===== src/rtl/vote_tally_tx.sv =====
// Serial transmitter for a four-candidate vote tally: A5 header, four counts, optional XOR checksum.
// Define VOTE_TX_CHECKSUM_EN to append the checksum byte (6-byte frame); default frame is 5 bytes.
module vote_tally_tx #(
    parameter int CLKS_PER_BIT = 868
) (
    input  logic       clk,
    input  logic       reset,
    input  logic       send,
    input  logic [7:0] cand1_votes,
    input  logic [7:0] cand2_votes,
    input  logic [7:0] cand3_votes,
    input  logic [7:0] cand4_votes,
    output logic       tx,
    output logic       busy,
    output logic       done,
    output logic [1:0] dbg_state_o
);

    // Handshake: send is level-sampled only in IDLE; while busy is high it is ignored.
    // done is a single-cycle pulse on the edge that returns the FSM to IDLE.
    typedef enum logic [1:0] {
        IDLE  = 2'd0,
        START = 2'd1,
        DATA  = 2'd2,
        STOP  = 2'd3
    } state_t;

    localparam logic [15:0] BAUD_LAST = 16'(CLKS_PER_BIT - 1);
`ifdef VOTE_TX_CHECKSUM_EN
    localparam logic [2:0] LAST_BYTE = 3'd5;
`else
    localparam logic [2:0] LAST_BYTE = 3'd4;
`endif

    state_t      state_q, state_d;
    logic [15:0] baud_q, baud_d;
    logic [2:0]  bit_q, bit_d;
    logic [2:0]  byte_q, byte_d;
    logic [7:0]  snap1_q, snap1_d;
    logic [7:0]  snap2_q, snap2_d;
    logic [7:0]  snap3_q, snap3_d;
    logic [7:0]  snap4_q, snap4_d;
    logic        tx_q, tx_d;
    logic        busy_q, busy_d;
    logic        done_q, done_d;

    logic [7:0]  cur_byte;
    logic [2:0]  next_bit;
    logic        baud_end;

    always_comb begin
        cur_byte = 8'hA5;
        case (byte_q)
            3'd0:    cur_byte = 8'hA5;
            3'd1:    cur_byte = snap1_q;
            3'd2:    cur_byte = snap2_q;
            3'd3:    cur_byte = snap3_q;
            3'd4:    cur_byte = snap4_q;
`ifdef VOTE_TX_CHECKSUM_EN
            default: cur_byte = 8'hA5 ^ snap1_q ^ snap2_q ^ snap3_q ^ snap4_q;
`else
            default: cur_byte = 8'hFF;
`endif
        endcase
    end

    assign next_bit = bit_q + 3'd1;
    assign baud_end = (baud_q == BAUD_LAST);

    always_comb begin
        state_d = state_q;
        baud_d  = baud_q;
        bit_d   = bit_q;
        byte_d  = byte_q;
        snap1_d = snap1_q;
        snap2_d = snap2_q;
        snap3_d = snap3_q;
        snap4_d = snap4_q;
        tx_d    = tx_q;
        busy_d  = busy_q;
        done_d  = 1'b0;

        case (state_q)
            IDLE: begin
                tx_d   = 1'b1;
                busy_d = 1'b0;
                if (send) begin
                    snap1_d = cand1_votes;
                    snap2_d = cand2_votes;
                    snap3_d = cand3_votes;
                    snap4_d = cand4_votes;
                    byte_d  = 3'd0;
                    bit_d   = 3'd0;
                    baud_d  = 16'd0;
                    state_d = START;
                    tx_d    = 1'b0;
                    busy_d  = 1'b1;
                end
            end
            START: begin
                if (baud_end) begin
                    baud_d  = 16'd0;
                    bit_d   = 3'd0;
                    state_d = DATA;
                    tx_d    = cur_byte[0];
                end else begin
                    baud_d = baud_q + 16'd1;
                end
            end
            DATA: begin
                if (baud_end) begin
                    baud_d = 16'd0;
                    if (bit_q == 3'd7) begin
                        state_d = STOP;
                        tx_d    = 1'b1;
                    end else begin
                        bit_d = next_bit;
                        tx_d  = cur_byte[next_bit];
                    end
                end else begin
                    baud_d = baud_q + 16'd1;
                end
            end
            STOP: begin
                if (baud_end) begin
                    baud_d = 16'd0;
                    if (byte_q == LAST_BYTE) begin
                        state_d = IDLE;
                        busy_d  = 1'b0;
                        tx_d    = 1'b1;
                        done_d  = 1'b1;
                    end else begin
                        // Next start bit follows the stop bit with no idle gap.
                        byte_d  = byte_q + 3'd1;
                        state_d = START;
                        tx_d    = 1'b0;
                    end
                end else begin
                    baud_d = baud_q + 16'd1;
                end
            end
            default: state_d = IDLE;
        endcase
    end

    always_ff @(posedge clk) begin
        if (reset) begin
            state_q <= IDLE;
            baud_q  <= 16'd0;
            bit_q   <= 3'd0;
            byte_q  <= 3'd0;
            snap1_q <= 8'd0;
            snap2_q <= 8'd0;
            snap3_q <= 8'd0;
            snap4_q <= 8'd0;
            tx_q    <= 1'b1;
            busy_q  <= 1'b0;
            done_q  <= 1'b0;
        end else begin
            state_q <= state_d;
            baud_q  <= baud_d;
            bit_q   <= bit_d;
            byte_q  <= byte_d;
            snap1_q <= snap1_d;
            snap2_q <= snap2_d;
            snap3_q <= snap3_d;
            snap4_q <= snap4_d;
            tx_q    <= tx_d;
            busy_q  <= busy_d;
            done_q  <= done_d;
        end
    end

    assign tx          = tx_q;
    assign busy        = busy_q;
    assign done        = done_q;
    assign dbg_state_o = state_q;

endmodule

===== config.mk =====
export PLATFORM = sky130hd
export DESIGN_NAME = vote_tally_tx
export DESIGN_NICKNAME = d
export VERILOG_FILES = /design/src/rtl/vote_tally_tx.sv
export SDC_FILE = /design/constraint.sdc
export NUM_CORES = 1
export LEC_CHECK = 0
export ABC_AREA = 1
export BUFFER_PORTS_ARGS = -buffer_cell sky130_fd_sc_hd__buf_2
export CAP_MARGIN = 30
export CORE_ASPECT_RATIO = 1.4
export CORE_MARGIN = 3
export CORE_UTILIZATION = 30
export DETAILED_ROUTE_END_ITERATION = 16
export GPL_TIMING_DRIVEN = 0
export PLACE_DENSITY_LB_ADDON = 0.2
export REMOVE_ABC_BUFFERS = 1
export SETUP_SLACK_MARGIN = 0.1
export SYNTH_ARGS = -nofsm -noshare
export SYNTH_HDL_FRONTEND = slang
export SYNTH_SLANG_ARGS = --single-unit

===== constraint.sdc =====
create_clock -name clk -period 4.5 [get_ports clk]
set_input_delay 1.35 -clock clk [delete_from_list [all_inputs] [get_ports clk]]
set_output_delay 1.35 -clock clk [all_outputs]
set_load 0.02 [all_outputs]

==> results of run 1 <==
## power by group through the flow
stage / clock network (mW) / registers (mW) / logic, mW
final: 0.694 / 0.723 / 0.760
after global routing: 0.732 / 0.740 / 0.892
after CTS: 0.708 / 0.724 / 0.775
after detailed placement: 0 / 0.735 / 0.773
after global placement: 0 / 0.733 / 0.744
after floorplan: 0 / 0.731 / 0.551
## worst paths after layout
kind	startpoint	endpoint	slack, ns
worst min register to register	snap2_q[6]	snap2_q[6]	0.46
worst min-delay path	snap2_q[6]	snap2_q[6]	0.46
worst max-delay path	send	baud_q[7]	2.07
worst max register to register	dbg_state_o[0]	baud_q[10]	2.36
## cell families (layout without fill, tap and decap cells)
kind of cell / after synthesis / count (layout)
and+or+nand+nor: 225 / 225
AOI/OAI and AO/OA: 72 / 72
buffers and inverters: 62 / 102
DFF: 59 / 59
adders and majority gates: 13 / 13
xor gates and xnor gates: 6 / 6
## per-layer routing
metal | vias to the layer above | global-route usage, % | routed length, um
li1 | 1474 | - | -
met1 | 1221 | 15.0 | 3140
met2 | 46 | 23.0 | 3600
met3 | 16 | 4.21 | 334
met4 | 0 | 5.77 | 197
met5 | - | 0 | 0
## critical path: cells and delay by family
kind,cells,cell delay (ns)
simple gates,3,0.62
buf+inv,2,0.45
compound gates,2,0.26
## flip-flops by register name (all words and copies together) (netlist names)
name and cells:
dbg_state_o 2, snap4_q 8, done 1, baud_q 16, snap2_q 8, snap1_q 8, busy 1, byte_q 3
tx 1, snap3_q 8, bit_q 3
## layout by cell type, fill, tap and decap left out, drive strengths merged
master,instances
o31ai,1
nor4,3
bufinv,1
o21ai,40
nand2,73
dfxtp,59
buf,41
clkinvlp,2
nand4,4
clkinv,2
xor2,5
ha,13
nor3,11
a21oi,23
o211ai,1
o21a,4
a41oi,1
xnor2,1
nand3,34
clkbuf,9
inv,47
o21bai,1
a211oi,1
nor2,100
## area by class of cell
type | instances | area share [%]
clock buffer | 9 | 6.12
clock inverter | 7 | 2.08
inverter | 45 | 4.66
multi-input combinational | 316 | 43.7
sequential | 59 | 32.1
tap | 132 | 4.49
timing repair buffer | 41 | 6.81
==> run_results.csv, run 1 <==
group,metric,value,unit
worst_setup_path,path_cells,"buf_2 -> nor2_4 -> inv_1 -> nand2_1 -> nand2_4 -> a21oi_1 -> o21a_1",
power_and_ir_drop,p_leak,1.63,nW
clocking,post_cts_buffers,0,
synthesis,synth_warnings,0,
placement,place_hpwl,5360,um
power_and_ir_drop,switching_power,0.834,mW
clocking,clock_latency,0.33,ns
clocking,cts_buffers,9,
power_and_ir_drop,clock_power_share,31.9,%
drt,drtPass1Iterations,4,
cells_and_area,post-route-util,38.0,%
placement,gp_congestion,0.833,
clocking,root_buffer,"clkbuf_16",
global_route,grt_usage,13.3,%
global_route,grt_pass1_vias,2751,
synthesis,synth-simple-area-share,33.0,%
clocking,cts_tree,"built",
cells_and_area,fin_area,3680,um^2
placement,place_ws,1.72,ns
clocking,h-tree-depth,3,
synthesis,synth_edf_count,0,
drt,remaining_drc_errors,0,
global_route,grt_overflow_total,0,
floorplanning,rows,42,
synthesis,synthesis.area,3050,um^2
global_route,grt_pass1_wl,12300,um
worst_hold_path,hold_class,"flop to flop",
worst_setup_path,cp_slowest_stage_delay,0.32,ns
power_and_ir_drop,vdd_drop_max,0.000204,V
cells_and_area,nets,520,
drt,drt-initial-drc-count,74,
synthesis,synthTopCellsByArea,"dfxtp_1, nor2_1, nand2_1",
worst_setup_path,r2r_cells,11,
flow_run,cap_viol_max_count,0,
timing,hold-worst-slack,0.456,ns
timing,hold_violations,0,
power_and_ir_drop,power_frac_comb,34.9,%
timing,worstMarginPinSlew,0.507,ns
power_and_ir_drop,power_frac_seq,33.2,%
worst_setup_path,start_kind,"input pin",
worst_setup_path,arrival,2.70,ns
synthesis,async_flop_share,0,%
floorplanning,pin_count,40,
drt,via_per_inst,4.53,
placement,dp.cells,593,
floorplanning,die_w,91.2,um
worst_hold_path,min_delay_path_depth,2,
drt,wirelength,7270,um
global_route,grt_max_degree,32,
cells_and_area,finalNonFillerCells,609,
synthesis,synth_ff_type,"dfxtp_1",
global_route,grt_antenna_before_repair,0,
synthesis,netlist_top_cells_count,"nor2_1, nand2_1, dfxtp_1, inv_1, o21ai_0",
timing,setup_ws,2.07,ns
clocking,clock-sinks,59,
timing,max_slew_margin,66.1,%
clocking,ctsHoldBuffers,0,
power_and_ir_drop,switching_share,38.3,%
floorplanning,dieHeight,125,um
cells_and_area,seq_area,1180,um^2
synthesis,ys_seq_elements,59,
floorplanning,start_util,31.5,%
timing,finalClockSkew,0.00805,ns
synthesis,synth_top_area_share,38.8,%
synthesis,synth_fa_ha_area_share,5.34,%
timing,setup_violations,0,
timing,period_needed,2.43,ns
timing,max_freq,412,MHz
placement,postPlaceCellArea,3380,um^2
cells_and_area,multi_input_comb_area,1610,um^2
cells_and_area,area_growth,20.7,%
synthesis,synth.distinct_cells,37,
cells_and_area,antennaDiodeCount,0,
power_and_ir_drop,finalPower,2.18,mW
clocking,cts_max_path_buffers,2,
synthesis,synth-xor-area-share,1.72,%
synthesis,synth_top_area_cell,"dfxtp_1",
synthesis,muxShareOfSynthArea,0,%
synthesis,yosysMostFrequentCell,"nor2_1",
drt,ant_nets,0,
power_and_ir_drop,intPower,1.34,mW
synthesis,syn_area_per_cell,6.97,um^2
timing,setup_tns,0,ns
clocking,clk_pin_slew,0.05,ns
worst_setup_path,crit_path_top_delay_cell,"inv_1",
synthesis,synth_top_family_by_area,"simple AND/OR/NAND/NOR gates",
synthesis,synth-compound-area-share,12.7,%
cells_and_area,drive_above_1_share,15.3,%
floorplanning,coreArea,9670,um^2
cells_and_area,n_fill_cell,1088,
clocking,cts_resized,0,
drt,routedWlPerCell,11.9,um
placement,io_buffers,39,
timing,rsz0062_at_grt,"false",
timing,min_period_over_period,53.9,%
timing,finalMaxSlewViolations,0,
worst_setup_path,crit_path_end_kind,"flop",
synthesis,syn_inst,437,
worst_setup_path,path_class,"input pin to flop",
power_and_ir_drop,p_per_area,592,nW/um^2
worst_setup_path,crit_fanout,16,
drt,vias,2757,
floorplanning,dieArea,11400,um^2
worst_setup_path,cp.required,4.77,ns
outcome,status,"finished clean",
synthesis,yosysSeqAreaShare,38.8,%
Note: power is estimated with default switching activity, not from simulation.
==> run 2, diff against run 1 <==
--- a/config.mk
+++ b/config.mk
@@ -5,7 +5,7 @@
 export SDC_FILE = /design/constraint.sdc
 export NUM_CORES = 1
 export LEC_CHECK = 0
-export ABC_AREA = 1
+export ABC_AREA = 0
 export BUFFER_PORTS_ARGS = -buffer_cell sky130_fd_sc_hd__buf_2
 export CAP_MARGIN = 30
 export CORE_ASPECT_RATIO = 1.4
==> constraint.sdc (replaced) <==
create_clock -name clk -period 2.2 [get_ports clk]
set_input_delay 0.66 -clock clk [delete_from_list [all_inputs] [get_ports clk]]
set_output_delay 0.66 -clock clk [all_outputs]
set_load 0.02 [all_outputs]
==> run_results.csv, run 2 <==
group,metric,value,unit
global_route,grt_pass1_vias,2701,
floorplanning,dieHeight,123,um
cells_and_area,mostFrequentLayoutCell,"nand2_1",
worst_setup_path,crit_fanout,7,
drt,drtPass1Iterations,5,
power_and_ir_drop,p_per_area,1040,nW/um^2
cells_and_area,drive_above_1_share,21.6,%
synthesis,ys_seq_elements,59,
timing,finalMaxSlewViolations,0,
clocking,ctsHoldBuffers,0,
floorplanning,start_util,30.9,%
floorplanning,die_w,89.7,um
placement,place_ws,-0.322,ns
worst_setup_path,path_class,"flop to flop",
worst_setup_path,cp.required,2.45,ns
drt,wirelength,7310,um
global_route,grt_overflow_total,0,
worst_setup_path,crit_path_end,"byte_q[2]",
synthesis,async_flop_share,0,%
drt,via_per_inst,4.99,
timing,hold-worst-slack,0.456,ns
timing,max_freq,497,MHz
floorplanning,dieArea,11000,um^2
worst_setup_path,reg2reg_slack,0.19,ns
synthesis,synth_edf_count,0,
synthesis,syn_inst,372,
worst_setup_path,arrival,2.26,ns
synthesis,synth_warnings,0,
timing,max_slew_margin,45.5,%
synthesis,synth.distinct_cells,50,
drt,remaining_drc_errors,0,
cells_and_area,fin_area,3680,um^2
worst_setup_path,cp_top_family,"simple AND/OR/NAND/NOR gates",
cells_and_area,final_cell_mix,"nand2_1, dfxtp_1, a21oi_1, buf_2, nor2_1",
synthesis,synthesis.area,2940,um^2
synthesis,synthTopCellsByArea,"dfxtp_1, nand2_1, a21oi_1",
timing,period_needed,2.01,ns
synthesis,synth_ff_type,"dfxtp_1",
clocking,root_buffer,"clkbuf_16",
worst_setup_path,path_depth,6,
worst_setup_path,crit_buf_inv,1,
drt,vias,2716,
timing,min_period_over_period,91.5,%
worst_setup_path,cp_slowest_stage_delay,0.54,ns
synthesis,netlist_top_cells_count,"nand2_1, dfxtp_1, a21oi_1, nor2_1, clkbuf_1",
global_route,grt_antenna_before_repair,0,
power_and_ir_drop,vdd_drop_max,0.000484,V
cells_and_area,largest_reg_flops,16,
clocking,clk_pin_slew,0.05,ns
timing,hold_violations,0,
cells_and_area,nets,455,
cells_and_area,n_fill_cell,1020,
drt,drt-initial-drc-count,84,
cells_and_area,largest_register,"baud_q",
timing,worstMarginPinSlew,0.817,ns
worst_setup_path,critPathLaunch,"baud_q[4]",
clocking,clock-sinks,59,
placement,place_hpwl,5120,um
placement,postPlaceCellArea,3270,um^2
worst_hold_path,hold_class,"flop to flop",
placement,io_buffers,39,
synthesis,synth_top_area_share,40.2,%
cells_and_area,multi_input_comb_area,1690,um^2
worst_setup_path,path_cells,"or4_4 -> nor4_4 -> buf_6 -> a21oi_2 -> or4_4 -> a21oi_2",
floorplanning,rows,42,
synthesis,yosysMostFrequentCell,"nand2_1",
global_route,grt_usage,14.6,%
timing,rsz0062_at_grt,"true",
synthesis,synth_top_area_cell,"dfxtp_1",
cells_and_area,finalNonFillerCells,544,
synthesis,yosysSeqAreaShare,40.2,%
clocking,cts_buffers,9,
drt,ant_nets,0,
synthesis,syn_area_per_cell,7.90,um^2
worst_setup_path,r2r_start,"baud_q[4]",
worst_setup_path,start_kind,"flop",
drt,routedWlPerCell,13.4,um
worst_setup_path,crit_path_top_delay_cell,"or4_4",
clocking,cts_tree,"built",
timing,setup_ws,0.187,ns
clocking,cts_max_path_buffers,2,
global_route,grt_pass1_wl,12700,um
global_route,grt_max_degree,44,
cells_and_area,antennaDiodeCount,0,
placement,dp.cells,522,
worst_setup_path,r2r_cells,6,
power_and_ir_drop,p_leak,1.36,nW
clocking,clock_latency,0.33,ns
floorplanning,pin_count,40,
timing,finalClockSkew,0.00566,ns
timing,setup_violations,0,
flow_run,cap_viol_max_count,0,
placement,gp_congestion,0.769,
worst_setup_path,r2r_end,"byte_q[2]",
cells_and_area,seq_area,1190,um^2
worst_setup_path,crit_path_end_kind,"flop",
outcome,status,"finished clean",
floorplanning,coreArea,9510,um^2
cells_and_area,area_growth,25.1,%
clocking,h-tree-depth,3,
-- run 2: changes by cell type after synthesis, sizes merged, moves of 10 or more --
cell,before,now
o21ai,40,10
a21oi,23,46
nor2,100,25
nand4,4,14
inv,45,10
nand3,34,11
clkbuf,10,21
-- run 2: tightest hold or removal path, cell delays in order, from the launching register on --
cell and delay (ns):
dfxtp_1 0.30, nand2_1 0.05, a21oi_1 0.06
-- run 2: power breakdown --
part	switching [mW]	internal, mW
clock network	0.512	0.871
registers	0.117	1.23
logic	0.649	0.450
-- run 2: metal layers --
metal	vias up	share of wire [%]	GRT usage (%)
met4	0	0.96	6.15
met5	-	0	0
met2	32	52	24.4
met1	1298	44	17.4
met3	4	3.1	4.00
li1	1382	-	-
-- run 2: worst min-delay path by stage --
stage,startpoint,end,slack [ns],depth (start not counted)
finish,snap4_q[0],snap4_q[0],0.46,2
global route,snap4_q[1],snap4_q[1],0.47,2
CTS,snap4_q[0],snap4_q[0],0.46,2
detailed placement,snap3_q[6],snap3_q[6],0.45,2
global placement,snap4_q[0],snap4_q[0],0.45,2
floorplan,snap4_q[0],snap4_q[0],0.43,2
-- run 2: stage by stage --
step                power, mW  utilization, %  setup TNS, ns
CTS                      3.86            38.3              0
floorplan                2.02               -              0
detailed placement       2.39            34.4          -5.31
global placement         2.29            33.8          -4.78
global route             4.10            38.7              0
finish                   3.83            38.7              0
-- run 2: kinds of logic after synthesis --
logic type                 Yosys count  share of synthesized area (%)
buffers and inverters               33                           4.26
muxes                                2                          0.681
AOI/OAI and AO/OA                   89                           19.0
xor gates and xnor gates            14                           4.17
adders and majority gates           13                           5.53
DFF                                 59                           40.2
and+or+nand+nor                    162                           26.2
-- run 2: final cells by class --
class	count	share of cell area, %
Clock buffer	9	6.12
Clock inverter	7	1.87
Inverter	10	1.02
Multi-Input combinational cell	280	45.9
Sequential cell	59	32.5
Tap cell	132	4.49
Timing Repair Buffer	47	8.13
-- run 2: repair_timing --
| item | in CTS | in global routing |
|---|---|---|
| pin swaps | 4 | 2 |
| setup endpoints to repair | 24 | 7 |
| resized for setup | 14 | 10 |
| buffers inserted | 5 | 1 |
| cloned | 0 | 0 |
